[src/rtl/fetch_unit_if.sv]
// Instruction-memory bus between the fetch unit and a synchronous 1-cycle memory.
// master: imem_req/imem_addr out, imem_rdata in; slave: the mirror image.
interface fetch_unit_if #(
    parameter int unsigned ADDR_W  = 13,
    parameter int unsigned INSTR_W = 32
);
    logic               imem_req;
    logic [ADDR_W-1:0]  imem_addr;
    logic [INSTR_W-1:0] imem_rdata;

    modport master (
        output imem_req,
        output imem_addr,
        input  imem_rdata
    );

    modport slave (
        input  imem_req,
        input  imem_addr,
        output imem_rdata
    );
endinterface

[src/rtl/fetch_unit.sv]
// Instruction fetch stage: sequential PC, 1-cycle memory, IF/ID register, skid, HALT.
// Ports: clk, rst, stall, branch_taken, jaddr in; imem bus (master); if_valid/if_pc/if_instr out.
module fetch_unit #(
    parameter int unsigned       ADDR_W   = 13,
    parameter int unsigned       INSTR_W  = 32,
    parameter logic [ADDR_W-1:0] RESET_PC = '0
) (
    input  logic               clk,
    input  logic               rst,
    input  logic               stall,
    input  logic               branch_taken,
    input  logic [ADDR_W-1:0]  jaddr,
    fetch_unit_if.master       imem,
    output logic               if_valid,
    output logic [ADDR_W-1:0]  if_pc,
    output logic [INSTR_W-1:0] if_instr
);

    typedef enum logic {S_FETCH, S_HALTED} state_t;

    state_t             state_q, state_d;
    logic [ADDR_W-1:0]  pc_q;
    logic               redir_q;
    logic               rv_q;
    logic [ADDR_W-1:0]  rv_addr_q;
    logic               skid_v_q;
    logic [ADDR_W-1:0]  skid_pc_q;
    logic [INSTR_W-1:0] skid_instr_q;
    logic               if_valid_q;
    logic [ADDR_W-1:0]  if_pc_q;
    logic [INSTR_W-1:0] if_instr_q;

    logic               fetching;
    logic               issue;
    logic               load_skid;
    logic               load_mem;
    logic               to_skid;
    logic               is_halt;
    logic [ADDR_W-1:0]  load_pc;
    logic [INSTR_W-1:0] load_instr;

    // The cycle right after a redirect always issues the target, even under
    // stall, so the redirected word can land in the skid buffer.
    always_comb begin
        fetching   = (state_q == S_FETCH);
        issue      = fetching && (!stall || redir_q);
        load_skid  = fetching && !stall && skid_v_q;
        load_mem   = fetching && !stall && !skid_v_q && rv_q;
        to_skid    = fetching && stall && rv_q;
        load_instr = load_skid ? skid_instr_q : imem.imem_rdata;
        load_pc    = load_skid ? skid_pc_q : rv_addr_q;
        is_halt    = (load_skid || load_mem)
                   && (load_instr[INSTR_W-1 -: 4] == 4'hF);
    end

    always_ff @(posedge clk) begin
        if (rst) begin
            state_q <= S_FETCH;
        end else begin
            state_q <= state_d;
        end
    end

    always_comb begin
        state_d = state_q;
        if (branch_taken) begin
            state_d = S_FETCH;
        end else if (is_halt) begin
            state_d = S_HALTED;
        end
    end

    always_comb begin
        imem.imem_req = !rst && issue;
    end

    assign imem.imem_addr = pc_q;
    assign if_valid       = if_valid_q;
    assign if_pc          = if_pc_q;
    assign if_instr       = if_instr_q;

    // rv_q marks that imem_rdata this cycle belongs to rv_addr_q.
    always_ff @(posedge clk) begin
        if (rst) begin
            pc_q         <= RESET_PC;
            redir_q      <= 1'b0;
            rv_q         <= 1'b0;
            rv_addr_q    <= '0;
            skid_v_q     <= 1'b0;
            skid_pc_q    <= '0;
            skid_instr_q <= '0;
            if_valid_q   <= 1'b0;
            if_pc_q      <= '0;
            if_instr_q   <= '0;
        end else if (branch_taken) begin
            pc_q       <= jaddr;
            redir_q    <= 1'b1;
            rv_q       <= 1'b0;
            skid_v_q   <= 1'b0;
            if_valid_q <= 1'b0;
        end else begin
            redir_q <= 1'b0;
            rv_q    <= issue;
            if (issue) begin
                rv_addr_q <= pc_q;
                pc_q      <= pc_q + ADDR_W'(1);
            end
            if (to_skid) begin
                skid_v_q     <= 1'b1;
                skid_pc_q    <= rv_addr_q;
                skid_instr_q <= imem.imem_rdata;
            end else if (load_skid) begin
                skid_v_q <= 1'b0;
            end
            if (load_skid || load_mem) begin
                if_valid_q <= 1'b1;
                if_pc_q    <= load_pc;
                if_instr_q <= load_instr;
            end else if (!stall) begin
                if_valid_q <= 1'b0;
            end
        end
    end

endmodule
[src/flat_wrapper.sv]
// flat-port wrapper written by rule: the top's interface ports become plain ports
module fetch_unit_flat 
#(
    parameter int unsigned       ADDR_W   = 13,
    parameter int unsigned       INSTR_W  = 32,
    parameter logic [ADDR_W-1:0] RESET_PC = '0
)
  (clk, rst, stall, branch_taken, jaddr, if_valid, if_pc, if_instr, imem_imem_req, imem_imem_addr, imem_imem_rdata);
  fetch_unit_if #(.ADDR_W(ADDR_W), .INSTR_W(INSTR_W)) imem_i ();
  input  logic clk;
  input  logic rst;
  input  logic stall;
  input  logic branch_taken;
  input  logic [ADDR_W-1:0] jaddr;
  output logic if_valid;
  output logic [ADDR_W-1:0] if_pc;
  output logic [INSTR_W-1:0] if_instr;
  output wire logic [$bits(imem_i.imem_req)-1:0] imem_imem_req;
  output wire logic [$bits(imem_i.imem_addr)-1:0] imem_imem_addr;
  input wire logic [$bits(imem_i.imem_rdata)-1:0] imem_imem_rdata;
  assign imem_imem_req = imem_i.imem_req;
  assign imem_imem_addr = imem_i.imem_addr;
  assign imem_i.imem_rdata = imem_imem_rdata;
  fetch_unit #(.ADDR_W(ADDR_W), .INSTR_W(INSTR_W), .RESET_PC(RESET_PC)) u_core (.clk(clk), .rst(rst), .stall(stall), .branch_taken(branch_taken), .jaddr(jaddr), .imem(imem_i), .if_valid(if_valid), .if_pc(if_pc), .if_instr(if_instr));
endmodule
[config.mk]
export PLATFORM = sky130hd
export DESIGN_NAME = fetch_unit_flat
export DESIGN_NICKNAME = d
export VERILOG_FILES = /design/src/rtl/fetch_unit_if.sv /design/src/rtl/fetch_unit.sv /design/src/flat_wrapper.sv
export SDC_FILE = /design/constraint.sdc
export NUM_CORES = 1
export LEC_CHECK = 0
export BUFFER_PORTS_ARGS = -buffer_cell sky130_fd_sc_hd__buf_2
export CORE_MARGIN = 8
export CORE_UTILIZATION = 40
export CTS_CLUSTER_DIAMETER = 100
export DETAILED_ROUTE_END_ITERATION = 8
export PLACE_DENSITY = 0.74
export SLEW_MARGIN = 20
export SYNTH_ARGS = -nofsm -noshare
export SYNTH_HDL_FRONTEND = slang
export SYNTH_SLANG_ARGS = --single-unit
[constraint.sdc]
create_clock -name clk -period 2.6 [get_ports clk]
set_input_delay 0.52 -clock clk [delete_from_list [all_inputs] [get_ports clk]]
set_output_delay 0.52 -clock clk [all_outputs]
set_load 0.02 [all_outputs]
==> results of run 1 <==
state kept, by name, summed over array words and instances, names as in the netlist:
signal / cells
u_core.skid_instr_q: 32
u_core.redir_q: 1
u_core.if_pc: 13
u_core.rv_addr_q: 13
u_core.if_valid: 1
u_core.if_instr: 32
u_core.imem.imem_addr: 13
u_core.skid_v_q: 1
u_core.rv_q: 1
u_core.state_q: 1
u_core.skid_pc_q: 13
cell usage after synthesis:
master,instances
dfxtp_1,121
nand2_1,120
nor2_1,65
a21oi_1,62
a211oi_1,52
mux2i_1,46
clkbuf_1,36
buf_2,7
nor3_1,7
a311oi_1,5
inv_1,5
nand3_1,5
nand4_1,5
xnor2_1,5
o21ai_0,4
or3_1,4
nand2b_1,3
nor4_1,3
buf_1,2
buf_6,2
a2111oi_0,1
a21o_1,1
and3_1,1
and4_1,1
ha_1,1
nand4_2,1
nor2b_1,1
nor2b_4,1
nor3b_1,1
nor4_2,1
nor4bb_1,1
o21bai_1,1
or2_2,1
or3_4,1
xor2_1,1
layout make-up:
class,instances,area (um^2),area share (%)
tap,147,184,2.96
timing repair buffer,115,621,9.97
sequential,121,2420,38.9
multi-input combinational,401,2280,36.6
clock buffer,20,457,7.34
clock inverter,12,244,3.92
inverter,5,18.8,0.302
path summary, 6_finish.rpt:
check                           slack (ps)                        end                     start  cells past startpoint
worst max-delay path                   670              imem_imem_req            u_core.state_q                      2
worst min-delay path                   360    u_core.skid_instr_q[17]       imem_imem_rdata[17]                      3
worst max register to register         750  u_core.imem.imem_addr[12]  u_core.imem.imem_addr[2]                      4
worst min register to register         450     u_core.skid_instr_q[9]    u_core.skid_instr_q[9]                      2
worst max-delay path: stages (launching register included):
cell and delay [ps]:
dfxtp_1 670, nor3_1 150, buf_2 190
cell families after synthesis:
kind of cell	count (synthesis)
buffers and inverters	52
AO/OA/AOI/OAI	126
multiplexers	46
XOR/XNOR	6
adder cells (fa/ha/maj)	1
flip-flops	121
AND/OR/NAND/NOR	222
report_power, final:
part           total [W]  internal, W  switching [W]
sequential       0.00196      0.00191      0.0000478
combinational   0.000333     0.000123       0.000210
clock            0.00276      0.00194       0.000814
metrics by stage:
stage	util (%)	setup slack [ps]	power, W
floorplan	-	704	0.00220
global placement	46.2	664	0.00232
detailed placement	46.2	674	0.00233
CTS	52.0	644	0.00510
global route	52.0	584	0.00523
finish	52.0	665	0.00505
routing by layer:
layer	track usage, %	vias to the layer above	routed length, um
met1	18.1	1969	5510
met5	0	-	0
met2	23.6	119	5490
met3	4.99	22	738
met4	6.86	0	217
li1	-	2161	-
==> results.py, run 1 <==
metrics = {
    "run_status": {
        "status": "finished clean",
    },
    "timing": {
        "final_hold_viol_count": 0,
        "skew_ps": 7.17,
        "holdWs_ps": 361,
        "slew_headroom_pct": 54.6,
        "rsz0062_at_grt": "no",
        "setup_viol": 0,
        "timing.final.crit_period_ps": 1930,
        "tns_ps": 0,
        "fmax_mhz": 517,
        "slew_viol_final": 0,
        "finalCritPeriodShare_pct": 74.4,
        "worst_pin_slew_ps": 681,
    },
    "yosys": {
        "syn-num-nets": 624,
        "yosys.area_share.simple_pct": 19.3,
        "yosysTopAreaCell": "dfxtp_1",
        "synth_warnings": 0,
        "syn_inst": 574,
        "ys_top_cells_by_area": "dfxtp_1, mux2i_1, nand2_1",
        "yosysSeqAreaShare_pct": 49.5,
        "synth_compound_gate_area_share_pct": 16.1,
        "synth_mux_area_share_pct": 9.40,
        "yosys.area_share.xor_xnor_pct": 1.07,
        "synth_top_family_by_area": "simple AND/OR/NAND/NOR gates",
        "synth_area_um2": 4900,
        "synth-seq-cells": 121,
        "synth_top_area_share_pct": 49.5,
        "synthAdderAreaFrac_pct": 0.255,
        "avgSynthCellArea_um2": 8.53,
        "synth_cell_types": 35,
    },
    "clock_network": {
        "cts_buffers": 17,
        "postCtsSetupBuffers": 0,
        "path_clk_slew_ps": 50,
        "cts_resized": 0,
        "holdBufCountCts": 0,
        "h-tree-depth": 4,
        "clockRootBuffer": "clkbuf_16",
        "cts_tree": "yes",
        "clock_latency_ps": 400,
        "clockBufferDepth": 2,
        "cts_sinks": 121,
    },
    "global_route": {
        "grt_pass1_wl_um": 19600,
        "grt_pass1_vias": 3997,
        "grt_max_degree": 91,
        "grt_usage_pct": 14.9,
        "grt_overflow": 0,
        "antenna_found_initial": 0,
    },
    "routing": {
        "drtAntennaViolNets": 0,
        "firstDrtPassIters": 4,
        "vias": 4271,
        "wl_per_cell_um": 14.6,
        "drt-total-wl_um": 12000,
        "drc_errors": 0,
        "drt-initial-drc-count": 216,
        "avgViaCountPerCell": 5.20,
    },
    "power": {
        "power_density_nw_per_um2": 812,
        "p_leak_nw": 2.29,
        "ir_drop_uv": 333,
    },
    "cells_and_area": {
        "layout_common_cells": "dfxtp_1, nand2_1, buf_2",
        "fillers": 1083,
        "stdcell_count": 821,
        "antenna_cells": 0,
        "final_area_um2": 6220,
        "finalNetCount": 711,
        "layout-area-overhead-vs-synth_pct": 27.0,
        "final_common_cell": "dfxtp_1",
        "drive_above_1_share_pct": 22.7,
    },
    "critical_path": {
        "arrival_ps": 1410,
        "cp.required_ps": 2080,
        "cp_max_fo": 16,
        "start_kind": "flip-flop",
        "path_class": "reg -> out",
        "worstSetupEndpointType": "primary output",
    },
    "floorplan": {
        "rows": 40,
        "die_h_um": 127,
        "start_util_pct": 41.0,
        "die-area_um2": 16000,
        "boundaryPins": 109,
        "chipWidth_um": 127,
        "core_region_area_um2": 12000,
    },
    "placement": {
        "hpwl_um": 8020,
        "portBuffers": 108,
        "post_dp_cell_area_um2": 5520,
        "place_congestion": 0.796,
        "placedCellCount": 789,
    },
    "worst_hold_path": {
        "worstHoldPathType": "in -> reg",
    },
    "run": {
        "maxCapViolCount": 0,
    },
}
Note: power is estimated with default switching activity, not from simulation.
==> run 2, diff against run 1 <==
Clock period 2.6 ns to 1.8 ns, I/O delays scaled along.
==> results.py, run 2 (synthesis results as in run 1) <==
metrics = {
    "routing": {
        "drtAntennaViolNets": 0,
        "drc_errors": 0,
        "vias": 4306,
        "drt-initial-drc-count": 335,
        "wl_per_cell_um": 14.9,
        "firstDrtPassIters": 4,
        "drt-total-wl_um": 12500,
        "avgViaCountPerCell": 5.14,
    },
    "critical_path": {
        "cp_max_fo": 9,
        "r2r_start": "u_core.imem.imem_addr[0]",
        "arrival_ps": 1330,
        "cpLargestDelayFamily": "flip-flops",
        "path_class": "reg -> out",
        "r2r_slack_ps": 150,
        "path_common_cell": "buf_4",
        "path_cells": "buf_4 -> nor3_1 -> buf_4",
        "cp.required_ps": 1440,
        "cpMaxStageDelayCell": "dfxtp_2",
        "r2r-end": "u_core.imem.imem_addr[11]",
        "reg2regPathDepth": 4,
        "critPathBufInv": 2,
        "worstSetupEndpointType": "primary output",
        "start_kind": "flip-flop",
        "cpPeakStageDelay_ps": 370,
    },
    "cells_and_area": {
        "layout_common_cells": "nand2_1, dfxtp_1, buf_2",
        "antenna_cells": 0,
        "finalNetCount": 728,
        "layout-area-overhead-vs-synth_pct": 28.1,
        "drive_above_1_share_pct": 24.5,
    },
    "run_status": {
        "status": "finished clean",
    },
    "timing": {
        "worst_pin_slew_ps": 492,
        "skew_ps": 5.89,
        "final_hold_viol_count": 0,
        "rsz0062_at_grt": "no",
        "setup_viol": 0,
        "holdWs_ps": 213,
        "setup_slack_ps": 114,
        "tns_ps": 0,
        "finalCritPeriodShare_pct": 93.7,
        "slew_headroom_pct": 67.2,
        "timing.final.crit_period_ps": 1690,
        "slew_viol_final": 0,
        "fmax_mhz": 593,
    },
    "floorplan": {
        "chipWidth_um": 127,
        "core_region_area_um2": 12000,
        "die_h_um": 127,
        "start_util_pct": 41.0,
        "die-area_um2": 16000,
        "rows": 40,
        "boundaryPins": 109,
    },
    "placement": {
        "portBuffers": 108,
        "hpwl_um": 8700,
        "place_congestion": 0.800,
        "pre_cts_slack_ps": 51.8,
    },
    "clock_network": {
        "cts_buffers": 17,
        "clockBufferDepth": 2,
        "h-tree-depth": 4,
        "postCtsSetupBuffers": 0,
        "clock_latency_ps": 400,
        "cts_sinks": 121,
        "clockRootBuffer": "clkbuf_16",
        "path_clk_slew_ps": 50,
        "cts_tree": "yes",
    },
    "power": {
        "power_density_nw_per_um2": 1050,
        "p_leak_nw": 2.34,
        "clock_power_share_pct": 49.0,
        "pwr-share-seq_pct": 42.8,
        "p_int_w": 0.00509,
        "switching_share_pct": 22.6,
        "p_sw_w": 0.00149,
        "ir_drop_uv": 539,
        "pwr-share-comb_pct": 8.2,
    },
    "worst_hold_path": {
        "worstHoldPathType": "in -> reg",
        "min_to": "u_core.skid_instr_q[14]",
        "holdPathStages": 3,
        "worstHoldStart": "imem_imem_rdata[14]",
    },
    "global_route": {
        "grt_pass1_vias": 4222,
        "antenna_found_initial": 0,
        "grt_usage_pct": 15.7,
        "grt_max_degree": 91,
        "grt_overflow": 0,
        "grt_pass1_wl_um": 20400,
    },
    "run": {
        "maxCapViolCount": 0,
    },
}
run 2: worst min-delay path, delay by kind of cell:
family	cells	cell delay, ps
buffers and inverters	1	100
AOI/OAI and AO/OA	1	50
and+or+nand+nor	1	50
run 2: power by group through the flow:
stage | logic, W | registers, W | clock network (W)
after floorplan | 0.000249 | 0.00293 | 0
after global placement | 0.000524 | 0.00287 | 0
after detailed placement | 0.000540 | 0.00287 | 0
after CTS | 0.000544 | 0.00281 | 0.00331
after global routing | 0.000593 | 0.00282 | 0.00344
final | 0.000539 | 0.00282 | 0.00323
run 2: stage by stage:
stage	utilization [%]	std cells	total power [W]	cell area (um^2)
final	52.5	837	0.00658	6270
after global routing	52.5	837	0.00685	6270
after CTS	52.4	837	0.00667	6270
after detailed placement	47.6	806	0.00341	5700
after global placement	47.6	806	0.00339	5700
after floorplan	-	574	0.00318	4900
run 2: layer usage:
metal | vias to the layer above | share of wire [%] | GRT usage [%]
met4 | 0 | 0.96 | 6.51
li1 | 2199 | - | -
met2 | 102 | 50 | 25.6
met5 | - | 0 | 0
met3 | 8 | 5.3 | 5.28
met1 | 1997 | 44 | 18.5
run 2: worst max path at each step:
stage	start	to	slack [ps]	cells past startpoint
floorplan	u_core.imem.imem_addr[2]	u_core.imem.imem_addr[12]	1	5
global placement	stall	u_core.imem.imem_addr[11]	120	5
detailed placement	stall	u_core.if_instr[4]	50	7
CTS	u_core.state_q	imem_imem_req	60	3
global route	u_core.state_q	imem_imem_req	1	3
finish	u_core.state_q	imem_imem_req	110	3
run 2: area by class of cell:
type	count	area, um^2
multi-input combinational	401	2280
sequential	121	2420
tap	147	184
inverter	5	18.8
clock buffer	22	474
fill	1090	5690
clock inverter	9	97.6
timing repair buffer	132	801
run 2: repair_timing:
action | 4_1_cts | 5_1_grt
endpoints found under the setup margin | 1 | 1
endpoints found under the hold margin | 0 | 0
hold buffers | 0 | 0
gates resized for setup | 1 | 1
